==> src/rtl/uart_rx.sv <==
// uart_rx: oversampling UART receiver.
// Recovers start / DATA_WIDTH data bits (LSB first) / optional parity / one stop
// bit from an idle-high serial line and reports each frame with one-cycle strobes.
// Optional build macro START_GLITCH_CHECK_EN: when defined, a start bit whose
// mid-bit majority sample reads 1 is treated as a glitch and the frame is dropped.
module uart_rx #(
    parameter int DATA_WIDTH = 8,
    parameter int OVERSAMPLE = 8
) (
    input  logic                  CLK,
    input  logic                  RST,
    input  logic                  RX_IN,
    input  logic                  PAR_EN,
    input  logic                  PAR_TYP,
    output logic [DATA_WIDTH-1:0] P_DATA,
    output logic                  DATA_VALID,
    output logic                  PAR_ERR,
    output logic                  STP_ERR
);

    localparam int EW = $clog2(OVERSAMPLE);
    localparam int BW = (DATA_WIDTH > 1) ? $clog2(DATA_WIDTH) : 1;

    localparam logic [EW-1:0] EDGE_LAST   = EW'(OVERSAMPLE - 1);
    localparam logic [EW-1:0] EDGE_MID_LO = EW'(OVERSAMPLE / 2 - 1);
    localparam logic [EW-1:0] EDGE_MID    = EW'(OVERSAMPLE / 2);
    localparam logic [EW-1:0] EDGE_MID_HI = EW'(OVERSAMPLE / 2 + 1);
    localparam logic [BW-1:0] BIT_LAST    = BW'(DATA_WIDTH - 1);

    localparam logic [2:0] IDLE   = 3'd0;
    localparam logic [2:0] START  = 3'd1;
    localparam logic [2:0] DATA   = 3'd2;
    localparam logic [2:0] PARITY = 3'd3;
    localparam logic [2:0] STOP   = 3'd4;

    logic [1:0]            syncChain;
    logic                  rxS;
    logic [2:0]            state;
    logic [EW-1:0]         edgeCnt;
    logic [BW-1:0]         bitCnt;
    logic [1:0]            midSamp;
    logic                  armed;
    logic                  parEnLat;
    logic                  parTypLat;
    logic                  parFail;
    logic                  stpFail;
    logic [DATA_WIDTH-1:0] shiftReg;
    logic [DATA_WIDTH-1:0] shiftNext;
    logic                  sampleBit;
    logic                  bitEnd;
    logic                  midPoint;
    logic                  parityBad;
    logic                  stopBad;

    assign rxS = syncChain[1];

    // Two-flop synchronizer for the asynchronous line; resets to the idle level.
    always_ff @(posedge CLK) begin
        if (RST) begin
            syncChain <= 2'b11;
        end else begin
            syncChain <= {syncChain[0], RX_IN};
        end
    end

    // Majority vote, shift-register next value and the per-bit checks.
    always_comb begin
        bitEnd    = (edgeCnt == EDGE_LAST);
        midPoint  = (edgeCnt == EDGE_MID_HI);
        // Two earlier samples plus the live third sample at EDGE_MID_HI.
        sampleBit = (midSamp[0] & midSamp[1]) | (midSamp[0] & rxS) | (midSamp[1] & rxS);
        shiftNext = shiftReg >> 1;
        shiftNext[DATA_WIDTH-1] = sampleBit;
        parityBad = sampleBit ^ (^shiftReg) ^ parTypLat;
        // With OVERSAMPLE = 4 the third sample lands on the last edge of the
        // stop bit, so the registered flag would still be stale there.
        stopBad   = midPoint ? ~sampleBit : stpFail;
    end

    // Frame state machine, bit timing and outcome registers.
    always_ff @(posedge CLK) begin
        if (RST) begin
            state      <= IDLE;
            edgeCnt    <= '0;
            bitCnt     <= '0;
            midSamp    <= 2'b11;
            armed      <= 1'b1;
            parEnLat   <= 1'b0;
            parTypLat  <= 1'b0;
            parFail    <= 1'b0;
            stpFail    <= 1'b0;
            shiftReg   <= '0;
            P_DATA     <= '0;
            DATA_VALID <= 1'b0;
            PAR_ERR    <= 1'b0;
            STP_ERR    <= 1'b0;
        end else begin
            DATA_VALID <= 1'b0;
            PAR_ERR    <= 1'b0;
            STP_ERR    <= 1'b0;

            if (edgeCnt == EDGE_MID_LO) begin
                midSamp[0] <= rxS;
            end
            if (edgeCnt == EDGE_MID) begin
                midSamp[1] <= rxS;
            end

            case (state)
                IDLE: begin
                    edgeCnt <= '0;
                    bitCnt  <= '0;
                    // A break leaves armed low until the line returns high.
                    if (rxS) begin
                        armed <= 1'b1;
                    end
                    if (armed && !rxS) begin
                        state     <= START;
                        parEnLat  <= PAR_EN;
                        parTypLat <= PAR_TYP;
                        parFail   <= 1'b0;
                        stpFail   <= 1'b0;
                    end
                end

                START: begin
                    edgeCnt <= bitEnd ? '0 : edgeCnt + 1'b1;
                    if (bitEnd) begin
                        state <= DATA;
                    end
`ifdef START_GLITCH_CHECK_EN
                    if (midPoint && sampleBit) begin
                        state   <= IDLE;
                        edgeCnt <= '0;
                    end
`endif
                end

                DATA: begin
                    edgeCnt <= bitEnd ? '0 : edgeCnt + 1'b1;
                    if (midPoint) begin
                        shiftReg <= shiftNext;
                    end
                    if (bitEnd) begin
                        if (bitCnt == BIT_LAST) begin
                            bitCnt <= '0;
                            state  <= parEnLat ? PARITY : STOP;
                        end else begin
                            bitCnt <= bitCnt + 1'b1;
                        end
                    end
                end

                PARITY: begin
                    edgeCnt <= bitEnd ? '0 : edgeCnt + 1'b1;
                    if (midPoint) begin
                        parFail <= parityBad;
                    end
                    if (bitEnd) begin
                        state <= STOP;
                    end
                end

                STOP: begin
                    edgeCnt <= bitEnd ? '0 : edgeCnt + 1'b1;
                    if (midPoint) begin
                        stpFail <= ~sampleBit;
                    end
                    if (bitEnd) begin
                        state      <= IDLE;
                        DATA_VALID <= ~parFail & ~stopBad;
                        PAR_ERR    <= parFail;
                        STP_ERR    <= stopBad;
                        if (~parFail & ~stopBad) begin
                            P_DATA <= shiftReg;
                        end
                        if (stopBad) begin
                            armed <= 1'b0;
                        end
                    end
                end

                default: begin
                    state   <= IDLE;
                    edgeCnt <= '0;
                end
            endcase
        end
    end

endmodule
==> config.mk <==
export PLATFORM = sky130hd
export DESIGN_NAME = uart_rx
export DESIGN_NICKNAME = d
export VERILOG_FILES = /design/src/rtl/uart_rx.sv
export SDC_FILE = /design/constraint.sdc
export NUM_CORES = 1
export LEC_CHECK = 0
export BUFFER_PORTS_ARGS = -buffer_cell sky130_fd_sc_hd__buf_4
export CAP_MARGIN = 20
export CORE_ASPECT_RATIO = 2
export CORE_MARGIN = 8
export CORE_UTILIZATION = 35
export CTS_CLUSTER_SIZE = 12
export DETAILED_ROUTE_END_ITERATION = 6
export GPL_ROUTABILITY_DRIVEN = 0
export SLEW_MARGIN = 5
export SYNTH_ARGS = -nofsm -noshare
export SYNTH_HDL_FRONTEND = slang
export SYNTH_SLANG_ARGS = --single-unit
export TNS_END_PERCENT = 10
==> constraint.sdc <==
create_clock -name CLK -period 3.24 [get_ports CLK]
set_input_delay 0.648 -clock CLK [delete_from_list [all_inputs] [get_ports CLK]]
set_output_delay 0.648 -clock CLK [all_outputs]
set_load 0.02 [all_outputs]
==> metrics.md <==
| Metric | Value |
|---|---|
| Die extent in y | 114.0 um |
| Diode count | 0 |
| Hold violation total from the final report | 0 |
| Max-Cap Viols | 0 |
| DP Area | 0.001819 mm^2 |
| Worst Tran Pin Value | 678.7 ps |
| Hold path endpoint | syncChain[1]$_SDFF_PP1_ |
| Total Power | 0.9609 mW |
| CP Capture Type | flop |
| Synth Area in Compound Gates | 0.1028 |
| Initial Util | 0.3652 |
| H-tree lvl count | 2 |
| Grt ovf | 0 |
| Max Freq | 470.5 MHz |
| Setup Viol. Count Final | 0 |
| Total track usage | 0.09919 |
| Worst R2R Path Depth | 6 |
| IO Pins | 16 |
| Worst flop-to-flop path startpoint | edgeCnt[0]$_SDFF_PP0_ |
| Synth Instances | 175 |
| Post-synthesis adder-cell area fraction | 0.05887 |
| CP startpoint kind | flop |
| Max_slew headroom | 0.5475 |
| Setup slack after layout | 1115 ps |
| First DRT Iteration DRCs | 19 |
| Hpwl dp | 2286 um |
| First-pass GRT wire length | 5796 um |
| Pwr dens | 492.0 mW/mm^2 |
| Core Rows | 35 |
| Post-route ant nets | 0 |
| Arr. time, crit path | 2300 ps |
| Top post-synthesis cells by area | dfxtp_1, mux2i_1, nor2_1 |
| Vias | 1237 |
| Area leader, netlist | dfxtp_1 |
| Min-delay src | syncChain[0]$_SDFF_PP1_ |
| Total negative slack | 0 ps |
| Yosys cell types | 38 |
| Crit Path Class | reg2reg |
| Crit Path Max Fanout | 12 |
| Leakage | 0.8350 nW |
| Synth Area in XOR/XNOR | 0.04769 |
| R2R Path End | P_DATA[0]$_SDFFE_PP0P_ |
| Clock-pin slew on the worst setup and hold paths | 70 ps |
| Cts bufs inserted | 5 |
| Mux cell area share after synthesis | 0.1073 |
| Reg2reg setup slack | 1110 ps |
| Max Slew Vio Count | 0 |
| Netlist Area Pre-Place | 0.001679 mm^2 |
| Via density | 5.049 |
| Simple-gate share of the synthesized area | 0.1997 |
| Largest net degree at the start of global routing | 33 |
| Seq/Total Area, Yosys | 0.4411 |
| Pre-CTS setup slack | 1098 ps |
| Yosys Warn Count | 0 |
| Max VDD drop | 0.2375 mV |
| #FFs+latches synth | 37 |
| Hold crit path type | reg2reg |
| Final Cycle Share | 0.6559 |
| Fraction of layout instances using a drive strength above 1 | 0.1684 |
| Die area | 0.007404 mm^2 |
| Port bufs | 15 |
| Clock latency on the worst-skew pair | 290 ps |
| Drt first pass iters | 3 |
| Syn_nets | 187 |
| CTS tree | yes |
| Floorplan core area | 0.004598 mm^2 |
| Unrepaired setup endpoints after global routing | false |
| Root buf cell | clkbuf_8 |
| Largest family of logic cells by synthesized area | simple AND/OR/NAND/NOR gates |
| Layout Nets | 201 |
| Clock sink count | 37 |
| Wire per inst | 13.25 um |
| Worst hold path depth | 1 |
| Synth-to-Final Area Change | 16.32% |
| Worst Skew | 6.036 ps |
| Final min period | 2125 ps |
| Vias in the first global route | 1296 |
| Post-CTS Setup Bufs | 0 |
| Share of the synthesized area in the top cell type | 0.4411 |
| Initial antenna violation count | 0 |
| Worst Path Required | 3410 ps |
| Outcome | finished, final reports clean |
| Avg Inst Size Synth | 9.595 um^2 |
| Total Wirelength | 3247 um |
| CTS Hold Bufs | 0 |
| Clock tree buffer depth | 2 |
| Fin util | 0.4248 |
| Die X | 64.98 um |
| DRC violations left | 0 |
| Cts repair resizes | 0 |
| Final instance area | 0.001953 mm^2 |
cell families after synthesis:
| family | after synthesis |
|---|---|
| compound gates | 26 |
| xor+xnor | 6 |
| fa+ha+maj | 8 |
| buf+inv | 16 |
| flops | 37 |
| mux | 18 |
| simple gates | 64 |
cell usage in the layout, fill, tap and decap left out:
cell        n
xnor3_1     2
a22oi_1     2
clkbuf_8    5
o21ai_0     8
nor3_4      1
o2111ai_2   1
o22a_1      1
o211a_1     1
nor4b_1     1
buf_4      15
bufinv_16   2
and4_1      1
a211oi_1    1
a32oi_1     1
nor3_2      1
dfxtp_1    37
mux2i_1    18
nor2b_1     3
a221o_1     1
a21bo_2     1
a21o_1      1
xor2_1      1
maj3_2      1
or4b_1      1
and4b_1     1
nor2_1     30
nor3_1      3
nand2b_4    1
a21oi_1     8
clkinv_2    1
and4bb_1    1
nand2_1     8
xnor2_1     3
inv_1       8
ha_1        7
and3_1      4
nand3_1     5
or2_2       3
power by group:
part	leakage [nW]	internal, mW	switching [mW]
logic	0.468	0.00836	0.0138
registers	0.299	0.457	0.00459
clock network	0.0681	0.306	0.171
total	0.835	0.772	0.189
cell type report:
type / instances / area, um^2
Inverter: 8 / 30.03
Multi-Input combinational cell: 122 / 867.1
Clock buffer: 5 / 68.82
Timing Repair Buffer: 15 / 112.6
Fill cell: 469 / 2645
Tap cell: 55 / 68.82
Clock inverter: 3 / 65.06
Sequential cell: 37 / 740.7
flip-flops by register name, summed over array words and instances, names as in the netlist, 2 cells and up:
signal     count
P_DATA         8
shiftReg       8
bitCnt         3
edgeCnt        3
state          3
midSamp        2
syncChain      2
worst max-delay path, cell delays in order, from the launching register on:
cell	delay (ps)
dfxtp_1	380
ha_1	200
ha_1	390
and4bb_1	320
o2111ai_2	400
mux2i_1	270
nor2_1	50
worst max path at each step:
stage	to	cells after the start	startpoint	slack, ps
finish	P_DATA[0]$_SDFFE_PP0P_	6	edgeCnt[0]$_SDFF_PP0_	1110
global route	P_DATA[0]$_SDFFE_PP0P_	6	edgeCnt[0]$_SDFF_PP0_	880
CTS	P_DATA[4]$_SDFFE_PP0P_	6	edgeCnt[0]$_SDFF_PP0_	1090
detailed placement	P_DATA[4]$_SDFFE_PP0P_	6	edgeCnt[0]$_SDFF_PP0_	1100
global placement	P_DATA[3]$_SDFFE_PP0P_	6	edgeCnt[0]$_SDFF_PP0_	1180
floorplan	P_DATA[7]$_SDFFE_PP0P_	7	edgeCnt[0]$_SDFF_PP0_	1690
synthesized netlist by cell type, drive strengths merged:
library cell   n
a21oi          8
xor2           1
clkbuf         5
mux2i         18
nor3           5
o22a           1
xnor3          2
nor2          30
nor4b          1
nand3          5
a21bo          1
or4b           1
and4bb         1
or2            3
and3           4
ha             7
inv            8
dfxtp         37
buf            3
a32oi          1
maj3           1
nand2b         1
o211a          1
o2111ai        1
a221o          1
a211oi         1
o21ai          8
and4b          1
and4           1
nor2b          3
a22oi          2
a21o           1
xnor2          3
nand2          8
per-stage QoR:
stage	cells	hold WS, ps
floorplan	175	389.5
global placement	237	398.7
CTS	245	413.8
detailed placement	237	395.2
global route	245	441.6
finish	245	409.1
metal layers:
layer	global-route usage	part of all wire	up-vias	wire [um]
met5	0	0	-	0
met1	0.09402	0.38	588	1229
li1	-	-	627	-
met2	0.1796	0.55	16	1796
met3	0.03140	0.043	6	138
met4	0.05572	0.025	0	82
Note: power is estimated with default switching activity, not from simulation.
